--- src/rtl/loop_unit.sv ---
// loop_unit: loop-bracket control stage downstream of the accumulator unit.
// Pushes loop-start PCs, issues back-jumps on close, and runs forward skip
// scans over loop bodies whose entry condition (acc_zero) is already met.
// Optional feature macro: LOOP_UNIT_PEAK_DEPTH_EN (peak stack occupancy tracker).
module loop_unit #(
  parameter int unsigned PC_W   = 16,
  parameter int unsigned DEPTH  = 16,
  parameter int unsigned SKIP_W = 8
) (
  input  logic                         clk,
  input  logic                         reset,
  input  logic                         instr_valid,
  input  logic                         is_open,
  input  logic                         is_close,
  input  logic [PC_W-1:0]              pc,
  input  logic                         acc_zero,
  output logic                         skip,
  output logic                         jump,
  output logic [PC_W-1:0]              jump_target,
  output logic [$clog2(DEPTH+1)-1:0]   depth,
  output logic                         overflow,
  output logic                         underflow,
  output logic [$clog2(DEPTH+1)-1:0]   peak_depth
);

  localparam int unsigned DW = $clog2(DEPTH + 1);
  localparam int unsigned AW = $clog2(DEPTH);

  typedef enum logic {
    ST_RUN  = 1'b0,
    ST_SKIP = 1'b1
  } state_t;

  state_t              state_q;
  logic [SKIP_W-1:0]   skip_cnt_q;
  logic [PC_W-1:0]     stack_q [DEPTH];
  logic [DW-1:0]       depth_q;
  logic                skip_q;
  logic                jump_q;
  logic [PC_W-1:0]     target_q;
  logic                ovf_q;
  logic                unf_q;

  logic                open_ev_c;
  logic                close_ev_c;
  logic                full_c;
  logic                empty_c;
  logic                push_c;
  logic [PC_W-1:0]     top_c;
  logic [DW-1:0]       depth_inc_d;
  logic [DW-1:0]       depth_dec_d;

  // Event decode and stack-pointer arithmetic
  always_comb begin
    open_ev_c   = instr_valid & is_open & ~is_close;
    close_ev_c  = instr_valid & is_close & ~is_open;
    full_c      = (depth_q == DW'(DEPTH));
    empty_c     = (depth_q == '0);
    push_c      = (state_q == ST_RUN) & open_ev_c & ~acc_zero & ~full_c;
    depth_inc_d = depth_q + DW'(1);
    depth_dec_d = depth_q - DW'(1);
    top_c       = stack_q[AW'(depth_dec_d)];
  end

  // Loop FSM: stack, skip-scan nesting counter, jump pulse and sticky flags
  always_ff @(posedge clk or posedge reset) begin
    if (reset) begin
      state_q    <= ST_RUN;
      skip_cnt_q <= '0;
      depth_q    <= '0;
      skip_q     <= 1'b0;
      jump_q     <= 1'b0;
      target_q   <= '0;
      ovf_q      <= 1'b0;
      unf_q      <= 1'b0;
      for (int i = 0; i < int'(DEPTH); i++) begin
        stack_q[i] <= '0;
      end
    end else begin
      jump_q   <= 1'b0;
      target_q <= '0;
      case (state_q)
        ST_RUN: begin
          if (open_ev_c) begin
            if (acc_zero) begin
              state_q    <= ST_SKIP;
              skip_cnt_q <= SKIP_W'(1);
              skip_q     <= 1'b1;
            end else if (full_c) begin
              ovf_q <= 1'b1;
            end else begin
              stack_q[AW'(depth_q)] <= pc;
              depth_q               <= depth_inc_d;
            end
          end else if (close_ev_c) begin
            if (empty_c) begin
              unf_q <= 1'b1;
            end else if (acc_zero) begin
              depth_q <= depth_dec_d;
            end else begin
              jump_q   <= 1'b1;
              target_q <= top_c + PC_W'(1);
            end
          end
        end
        ST_SKIP: begin
          if (open_ev_c) begin
            if (skip_cnt_q == '1) begin
              ovf_q <= 1'b1;
            end else begin
              skip_cnt_q <= skip_cnt_q + SKIP_W'(1);
            end
          end else if (close_ev_c && skip_cnt_q != '0) begin
            skip_cnt_q <= skip_cnt_q - SKIP_W'(1);
            if (skip_cnt_q == SKIP_W'(1)) begin
              state_q <= ST_RUN;
              skip_q  <= 1'b0;
            end
          end
        end
        default: begin
          state_q <= ST_RUN;
        end
      endcase
    end
  end

`ifdef LOOP_UNIT_PEAK_DEPTH_EN
  logic [DW-1:0] peak_q;

  // High-water mark of stack occupancy, raised on the same edge as the push
  always_ff @(posedge clk or posedge reset) begin
    if (reset) begin
      peak_q <= '0;
    end else if (push_c && (depth_inc_d > peak_q)) begin
      peak_q <= depth_inc_d;
    end
  end

  assign peak_depth = peak_q;
`else
  logic unused_push_c;
  assign unused_push_c = push_c;
  assign peak_depth    = '0;
`endif

  assign skip        = skip_q;
  assign jump        = jump_q;
  assign jump_target = target_q;
  assign depth       = depth_q;
  assign overflow    = ovf_q;
  assign underflow   = unf_q;

endmodule

--- config.mk ---
export PLATFORM = sky130hd
export DESIGN_NAME = loop_unit
export DESIGN_NICKNAME = d
export VERILOG_FILES = /design/src/rtl/loop_unit.sv
export SDC_FILE = /design/constraint.sdc
export NUM_CORES = 1
export LEC_CHECK = 0
export CORE_MARGIN = 3
export CORE_UTILIZATION = 40
export CTS_CLUSTER_DIAMETER = 80
export DETAILED_ROUTE_END_ITERATION = 7
export HOLD_SLACK_MARGIN = 0.1
export MAX_ROUTING_LAYER = met4
export SYNTH_ARGS = -nofsm -noshare
export SYNTH_HDL_FRONTEND = slang
export SYNTH_SLANG_ARGS = --single-unit
--- constraint.sdc ---
create_clock -name clk -period 12.3 [get_ports clk]
set_input_delay 3.69 -clock clk [delete_from_list [all_inputs] [get_ports clk]]
set_output_delay 3.69 -clock clk [all_outputs]
set_load 0.03 [all_outputs]
==> impl_summary.txt <==
----------------------------------------------------
[Critical path]
  Type of the worst setup path ... in2reg
  Setup crit end ... stack_q[78]
  Reg2reg end ... jump_target[14]
  Data arrival time at the worst-slack endpoint ... between 6 and 7 ns
  Register-to-Register Setup Slack ... 7.13 ns
  Biggest fanout along the worst timing path ... 16
  Element type at the critical path start ... input pin
  Launching instance or port of the critical path ... is_open
  Worst-case reg-to-reg path depth ... 13
  Worst EP required ... roughly 13 ns
  Kind of end point of the critical path ... flop
  Startpoint of the worst-slack reg-to-reg timing path ... depth[0]

[STA]
  Clock period minus worst slack ... approximately 6.6 ns
  Share of the clock period used by the worst path after layout ... 0.5358
  Final hold viol count ... 0
  Headroom to the max-slew limit ... 0.2099
  Setup repair after global routing missed its margin ... no
  Setup TNS ... 0 ns
  Number of endpoints failing setup at the final stage ... 0
  Worst clock skew on the final layout ... roughly 0.021 ns
  Pin slew with the least headroom to its limit ... ~1.2 ns
  Hold slack ... approximately 0.47 ns
  Max-slew violations ... 0
  Maximum achievable frequency ... between 0.15 and 0.2 GHz

[Power and ir drop]
  Pwr/cell area ... 243.8 nW/um^2
  Portion of total power attributed to the clock network ... 0.252
  Relative contribution of sequential cells to total power ... 0.357
  Worst IR Drop VDD ... about 0.18 mV
  Share of total power in combinational logic ... 0.391
  Pint ... 2.504 mW
  Fraction of power spent switching nets ... 0.3608
  Leakage ... about 7.3 nW
  Switching power ... around 1.4 mW

[Logic synthesis]
  Async S/R FF share, synth ... 1.000
  Sequential element share of the synthesized area ... 0.5150
  EDFF count, synth ... 0
  Synth cell types ... 66
  Cells after Synth ... about 1000
  Ys Warns ... 0
  Average cell area after synthesis ... roughly 13 sq um
  Synth Cell Area ... between 10000 and 15000 sq um
  Flops & latches, synth ... between 200 and 300
  Primary FF master, synth ... sky130_fd_sc_hd__dfrtp_1

[Global routing]
  Global-route wire length before repair ... 55.76 mm
  Number of global-route vias before repair ... about 8800
  Pin count of the biggest net entering global routing ... 118
  Remaining Overflow, GRT ... 0
  GRT Util Overall ... 0.1956
  Initial antenna violation count ... 0

[Clocking]
  CTS tree ... yes
  Post-CTS setup buffer count ... 0
  Number of gates given a new drive strength after cts ... 0
  H-Tree Level Count ... 2
  Clock transition time at the flip-flop clock pins of the worst setup and hold paths ... approximately 0.060 ns
  Maximum number of buffers from clock root to sink ... 3
  Root Buffer Master ... sky130_fd_sc_hd__clkbuf_16
  Sink count of the clock tree ... a little under 300
  Total CTS buffers ... 34
  Clock latency on the worst-skew pair ... around 0.52 ns
  Post-CTS Hold Fix Bufs ... 0

[Flow run]
  Maximum capacitance violations ... 0

[Drt]
  DRC Markers ... 0
  Detailed-routing wirelength on met1 ... between 15 and 20 mm
  Vias per std cell ... 5.637
  Number of design-rule violations left by the first detailed-router iteration ... roughly 440
  Top layer reached by signal wires ... met4
  Average wire length per cell after detail routing ... 22.94 microns
  Total met2 wirelength after detailed routing ... between 15 and 20 mm
  Vias after detailed routing ... 8749
  First-pass iteration count of the detailed router ... 5
  Total Routed Length ... 35.61 mm
  ANT nets after route ... 0
  Routed wire length on met3 ... roughly 1.3 mm

[Finish]
  Signed area change from the synthesized netlist to the final layout ... 14.02%
  Share of final-layout standard cells stronger than drive strength 1 ... 0.3859
  Total number of nets in the final design ... between 1000 and 1500

[Floorplan]
  Number of I/O pins ... 52
  Total die area ... around 38000 sq um
  Placeable core region ... approximately 35000 sq um
  Num rows ... 68
  Initial standard-cell utilization of the core ... 0.4070
  Die Ht ... 193.7 microns
  Die Span X ... slightly below 200 microns

[Hold path]
  Worst hold path type ... reg2reg

[Placed design]
  Final RePlAce weighted congestion ... 0.7911
  Sum of net half-perimeters after detailed placement ... between 20 and 25 mm
  Buffers added on ports ... between 40 and 50

[Status]
  Status ... finished, final reports clean

----------------------------------------------------
## metrics by stage
stage | std cells | worst slack [ns] | util | power, mW | area (sq um)
detailed placement | 1492 | 5.195 | 0.4321 | 2.951 | 14960
CTS | 1551 | 5.751 | 0.4639 | 3.949 | 16070
finish | 1552 | 5.709 | 0.4640 | 3.918 | 16070
floorplan | 1049 | 0.6043 | - | 2.545 | 14110
global route | 1551 | 5.525 | 0.4639 | 4.141 | 16070
global placement | 1492 | 5.241 | 0.4321 | 2.923 | 14960
## worst min path at each step
stage          cells after the start  slack, ns       endpoint          start
6_report                           1       0.47      underflow      underflow
4_1_cts                            1       0.48      underflow      underflow
3_5_place_dp                       1       0.46      underflow      underflow
3_3_place_gp                       1       0.46      underflow      underflow
2_1_floorplan                      1       0.47  skip_cnt_q[5]  skip_cnt_q[5]
5_1_grt                            1       0.49      underflow      underflow
## synth_stat cells (all sizes together), types with 8 or more instances
| master | count | area share |
|---|---|---|
| nor2 | 35 | 0.0093 |
| o31ai | 11 | 0.0072 |
| nand3 | 14 | 0.0050 |
| nor3 | 16 | 0.0057 |
| mux2i | 42 | 0.030 |
| mux4 | 40 | 0.064 |
| ha | 13 | 0.012 |
| dfrtp | 290 | 0.51 |
| o21ai | 18 | 0.0064 |
| mux2 | 276 | 0.22 |
| nand2 | 55 | 0.015 |
| and2 | 8 | 0.0037 |
| xnor2 | 8 | 0.0055 |
| inv | 11 | 0.0029 |
| buf | 52 | 0.023 |
| clkbuf | 25 | 0.0067 |
| nor3b | 10 | 0.0053 |
| a21oi | 15 | 0.0053 |
## cells in the final DEF, fill, tap and decap left out, types with 5 or more instances in the layout
| cell | instances |
|---|---|
| sky130_fd_sc_hd__o31ai_1 | 9 |
| sky130_fd_sc_hd__mux4_2 | 40 |
| sky130_fd_sc_hd__nand3b_1 | 5 |
| sky130_fd_sc_hd__nand2_1 | 55 |
| sky130_fd_sc_hd__conb_1 | 5 |
| sky130_fd_sc_hd__nand3_1 | 14 |
| sky130_fd_sc_hd__xnor2_1 | 7 |
| sky130_fd_sc_hd__clkbuf_8 | 7 |
| sky130_fd_sc_hd__inv_1 | 9 |
| sky130_fd_sc_hd__mux2i_1 | 42 |
| sky130_fd_sc_hd__nor2_1 | 23 |
| sky130_fd_sc_hd__o21ai_0 | 18 |
| sky130_fd_sc_hd__and3_1 | 5 |
| sky130_fd_sc_hd__clkbuf_1 | 7 |
| sky130_fd_sc_hd__a21oi_1 | 15 |
| sky130_fd_sc_hd__dfrtp_1 | 289 |
| sky130_fd_sc_hd__a31oi_1 | 7 |
| sky130_fd_sc_hd__nor3b_1 | 10 |
| sky130_fd_sc_hd__ha_1 | 12 |
| sky130_fd_sc_hd__clkbuf_16 | 37 |
| sky130_fd_sc_hd__clkdlybuf4s50_1 | 46 |
| sky130_fd_sc_hd__nand2b_1 | 7 |
| sky130_fd_sc_hd__a32oi_1 | 6 |
| sky130_fd_sc_hd__nor2_2 | 9 |
| sky130_fd_sc_hd__nor3_1 | 13 |
| sky130_fd_sc_hd__or2_2 | 5 |
| sky130_fd_sc_hd__mux2_2 | 276 |
| sky130_fd_sc_hd__nor4_1 | 6 |
| sky130_fd_sc_hd__o211ai_1 | 5 |
| sky130_fd_sc_hd__nor2b_1 | 5 |
| sky130_fd_sc_hd__and2_1 | 7 |
| sky130_fd_sc_hd__buf_4 | 19 |
## flip-flops by register name, summed over array words and instances, names as in the netlist
name	cells
stack_q	256
skip	1
depth	5
jump_target	16
jump	1
underflow	1
skip_cnt_q	8
overflow	1
state_q	1
## per-layer routing
metal,global-route usage,vias up
li1,-,3883
met1,0.2718,4646
met2,0.3068,166
met3,0.02693,54
met4,0.04849,0
met5,-,-
## layout make-up
cell class / instances / area (sq um)
timing repair buffer: 65 / 603.1
fill: 3108 / 18560
antenna: 1 / 2.502
multi-input combinational: 670 / 6477
sequential: 290 / 7261
inverter: 12 / 52.55
clock buffer: 51 / 1049
clock inverter: 8 / 53.80
tap: 455 / 569.3
## cell families after synthesis
kind of cell	share of synthesized area
other	0.0002661
flip-flops	0.5150
AO/OA/AOI/OAI	0.04839
AND/OR/NAND/NOR	0.06943
buffers and inverters	0.03241
adder cells (fa/ha/maj)	0.01154
multiplexers	0.3143
XOR/XNOR	0.008702
## power groups by stage
stage | logic [mW] | registers (mW) | clock network (mW)
global route | 1.65 | 1.44 | 1.05
detailed placement | 1.54 | 1.41 | 0
floorplan | 1.18 | 1.36 | 0
CTS | 1.54 | 1.40 | 1.01
global placement | 1.52 | 1.41 | 0
finish | 1.53 | 1.40 | 0.986
## critical path, stage by stage
cell                              delay (ns)
sky130_fd_sc_hd__clkdlybuf4s50_1        0.49
sky130_fd_sc_hd__nand3b_1               0.34
sky130_fd_sc_hd__nor4_1                 0.72
sky130_fd_sc_hd__nand2_1                0.33
sky130_fd_sc_hd__nor2_2                 0.98
sky130_fd_sc_hd__mux2_2                 0.43
Power figures use the tool's default switching activity.
==> variant 1: new RTL, same settings <==
The parameter `DEPTH` goes from 16 to 32.
--- a/src/rtl/loop_unit.sv
+++ b/src/rtl/loop_unit.sv
@@ -5,5 +5,5 @@
 module loop_unit #(
   parameter int unsigned PC_W   = 16,
-  parameter int unsigned DEPTH  = 16,
+  parameter int unsigned DEPTH  = 32,
   parameter int unsigned SKIP_W = 8
 ) (
Interface: changed (resized depth and peak_depth); port bits go from 52 to 54. The function was not compared with the original's and may differ.
==> variant 1 against the unedited design <==
  * Clock power is 81% higher
  * First-iteration DRC count grew to 2.6 times the old value
  * Setup slack worse by 0.012 ns
  * Final area is 79% higher
  * Wire length is 88% higher
  * Area after synthesis is 82% higher
  * Power is 48% higher
  * Clock skew is 0.0043 ns lower
  * Worst hold slack better by 0.0095 ns
  * Largest power group is now sequential cells
  * Sequential cell count is 257 higher
==> variant 1: results <==
drt:
  viasPerCell: 5.65
  met1Wirelength_mm: 30.8
  drt-total-wl_mm: 67.1
  drtIter0Drc: 1130
  route.met2.wl_mm: 31.0
  wl_met3_mm: 3.80
timing:
  worstMarginPinSlew_ns: 1.32
  fin_worst_skew_ns: 0.0165
  whs_ns: 0.481
setup_path:
  worstPathArrival_ns: 7.10
  cpPeakStageDelay_ns: 1.02
  ff2ff_setup_slack_ns: 6.55
  ff2ff_path_depth: 12
final_layout:
  finalNonFillerCells: 2653
  top_register: "stack_q"
  largest_reg_flops: 512
  drive_above_1_share_pct: 44.7
cts:
  numCtsBuffers: 59
  clk_pin_slew_ns: 0.06
  insertion_delay_ns: 0.62
synth:
  ys_top_cells_by_area: "dfrtp_1 53%, mux2_2 22%, mux4_2 11%"
  yosys-mux-area-fraction_pct: 35.2
  synthAdderAreaFrac_pct: 0.633
  synth_seq_area_share_pct: 53.3
  syn-instance-count: 1756
  synth_compound_area_share_pct: 2.91
  synth_cell_types: 72
global_routing:
  met2_usage_pct: 31.3
  antenna_found_initial: 3
  grt_use_met3_pct: 4.38
  grt_max_degree: 188
  grt_usage_pct: 20.7
  grt_pass1_vias: 15400
  grt_pass1_wl_mm: 101
  grt_use_met1_pct: 28.8
placed_design:
  dpl_cell_area_mm2: 0.0269
  port_buffers: 47
  post-place-cells: 2546
power_and_ir_drop:
  ir_drop_mv: 0.199
  p_leak_uw: 0.0136
outcome:
  status: "finished, final reports clean"
[variant 1: area by class of cell]
class,instances,area (um2)
repair buffers,85,801
flip-flops and latches,547,13700
diodes,3,7.51
clock buffers,85,1720
multi-input cells,1057,11300
clock inverters,19,220
well taps,846,1060
fillers,5572,34500
inverters,11,45.0
[variant 1: where the power goes]
part,internal (uW),switching (uW)
Sequential,1940,128
Combinational,748,1210
Clock,1050,730
[variant 1: worst max-delay path by stage]
| stage | start | endpoint | slack, ns | cells past startpoint |
|---|---|---|---|---|
| after floorplan | reset | depth[0]$_DFFE_PP0P_ | 1.17 | 1 |
| after global placement | instr_valid | stack_q[48]$_DFFE_PP0P_ | 5.16 | 8 |
| after detailed placement | instr_valid | stack_q[52]$_DFFE_PP0P_ | 5.11 | 8 |
| after CTS | instr_valid | stack_q[62]$_DFFE_PP0P_ | 5.73 | 8 |
| after global routing | instr_valid | stack_q[57]$_DFFE_PP0P_ | 5.57 | 8 |
| final | instr_valid | stack_q[62]$_DFFE_PP0P_ | 5.70 | 8 |
==> variant 2: new RTL, same flow settings <==
Made on the original files. Put one more register stage on the output `jump_target`, with the module's reset. The value now appears one clock later. The other outputs are not delayed to match.
--- a/src/rtl/loop_unit.sv
+++ b/src/rtl/loop_unit.sv
@@ -147,5 +147,11 @@
   assign skip        = skip_q;
   assign jump        = jump_q;
-  assign jump_target = target_q;
+  always_ff @(posedge clk or posedge reset) begin
+    if (reset) begin
+      jump_target <= '0;
+    end else begin
+      jump_target <= target_q;
+    end
+  end
   assign depth       = depth_q;
   assign overflow    = ovf_q;
Function: not settled (the Yosys comparison gave no result); the edit may change what the design does.
==> variant 2 against the unedited design <==
  * Sequential power grew 3%
  * Final cell count shrank 1.5%
  * Combinational power shrank 12%
  * Fmax shrank 0.88%
  * Power shrank 2.3%
  * First-iteration DRC count shrank 2.3%
  * Wire length shrank 6.6%
  * Area after synthesis grew 2.5%
  * Final area grew 2.6%
  * Setup slack lost 0.058 ns
  * Die area grew 2.4%
  * Non-clock buffer count shrank 1
  * Sequential cell count grew 16
  * Critical endpoint is now stack_q[2]$_DFFE_PP0P_
  * Highest routed layer unchanged
==> variant 2: results <==
synth:
  ys_top_cells_by_area: "dfrtp_1 53%, mux2_2 21%, mux4_2 8.9%"
  synth_compound_area_share_pct: 3.14
  synthXorXnorAreaFrac_pct: 0.953
  yosys-mux-area-fraction_pct: 32.3
  synthAdderAreaFrac_pct: 1.13
  ys_top_cells_by_count: "306 x dfrtp_1, 266 x mux2_2, 57 x mux4_2"
  synth_cell_types: 62
timing:
  fin_worst_skew_ns: 0.0176
min_path:
  hold_start: "target_q[2]$_DFF_PP0_"
  hold-path-endpoint: "jump_target[2]$_DFF_PP0_"
placed_design:
  post-place-ws_ns: 5.16
  post-place-cells: 1466
  gp_congestion: 0.852
  dpl_cell_area_mm2: 0.0153
setup_path:
  ff2ff_setup_slack_ns: 7.33
final_layout:
  final_cell_area_mm2: 0.0165
  drive_above_1_share_pct: 39.3
  seq_share_pct: 46.5
  signal_buffers: 64
  clock_area_share_pct: 7.10
  nClkBuffers: 54
  fill_cells: 3086
  area_share_nonclk_buffers_pct: 3.69
  inv_count: 15
outcome:
  status: "finished, final reports clean"
global_routing:
  grt_max_degree: 191
  grt_pass1_vias: 8769
  grt_usage_pct: 17.9
drt:
  drtIter0Drc: 429
power_and_ir_drop:
  p_leak_uw: 0.00758
  switching_share_pct: 33.7
cts:
  clock-sinks: 306
variant 2: layer usage:
metal	wire, um	GRT usage, %
met3	993	2.20
met4	625	4.54
met1	15700	24.8
met5	0	-
met2	15900	28.2
variant 2: how the worst max path moves through the flow:
stage	from	to	slack, ns	depth (start not counted)
2_1_floorplan	reset	depth[0]$_DFFE_PP0P_	0.15	1
3_3_place_gp	instr_valid	stack_q[229]$_DFFE_PP0P_	5.20	7
3_5_place_dp	instr_valid	stack_q[2]$_DFFE_PP0P_	5.16	6
4_1_cts	instr_valid	stack_q[2]$_DFFE_PP0P_	5.68	6
5_1_grt	instr_valid	stack_q[2]$_DFFE_PP0P_	5.40	6
6_report	instr_valid	stack_q[2]$_DFFE_PP0P_	5.65	6
variant 2: power by group through the flow:
stage               logic, uW  registers [uW]  clock network [uW]
floorplan                1060            1390                   0
global placement         1340            1450                   0
detailed placement       1360            1450                   0
CTS                      1360            1440                1070
global route             1450            1470                1110
finish                   1350            1440                1040
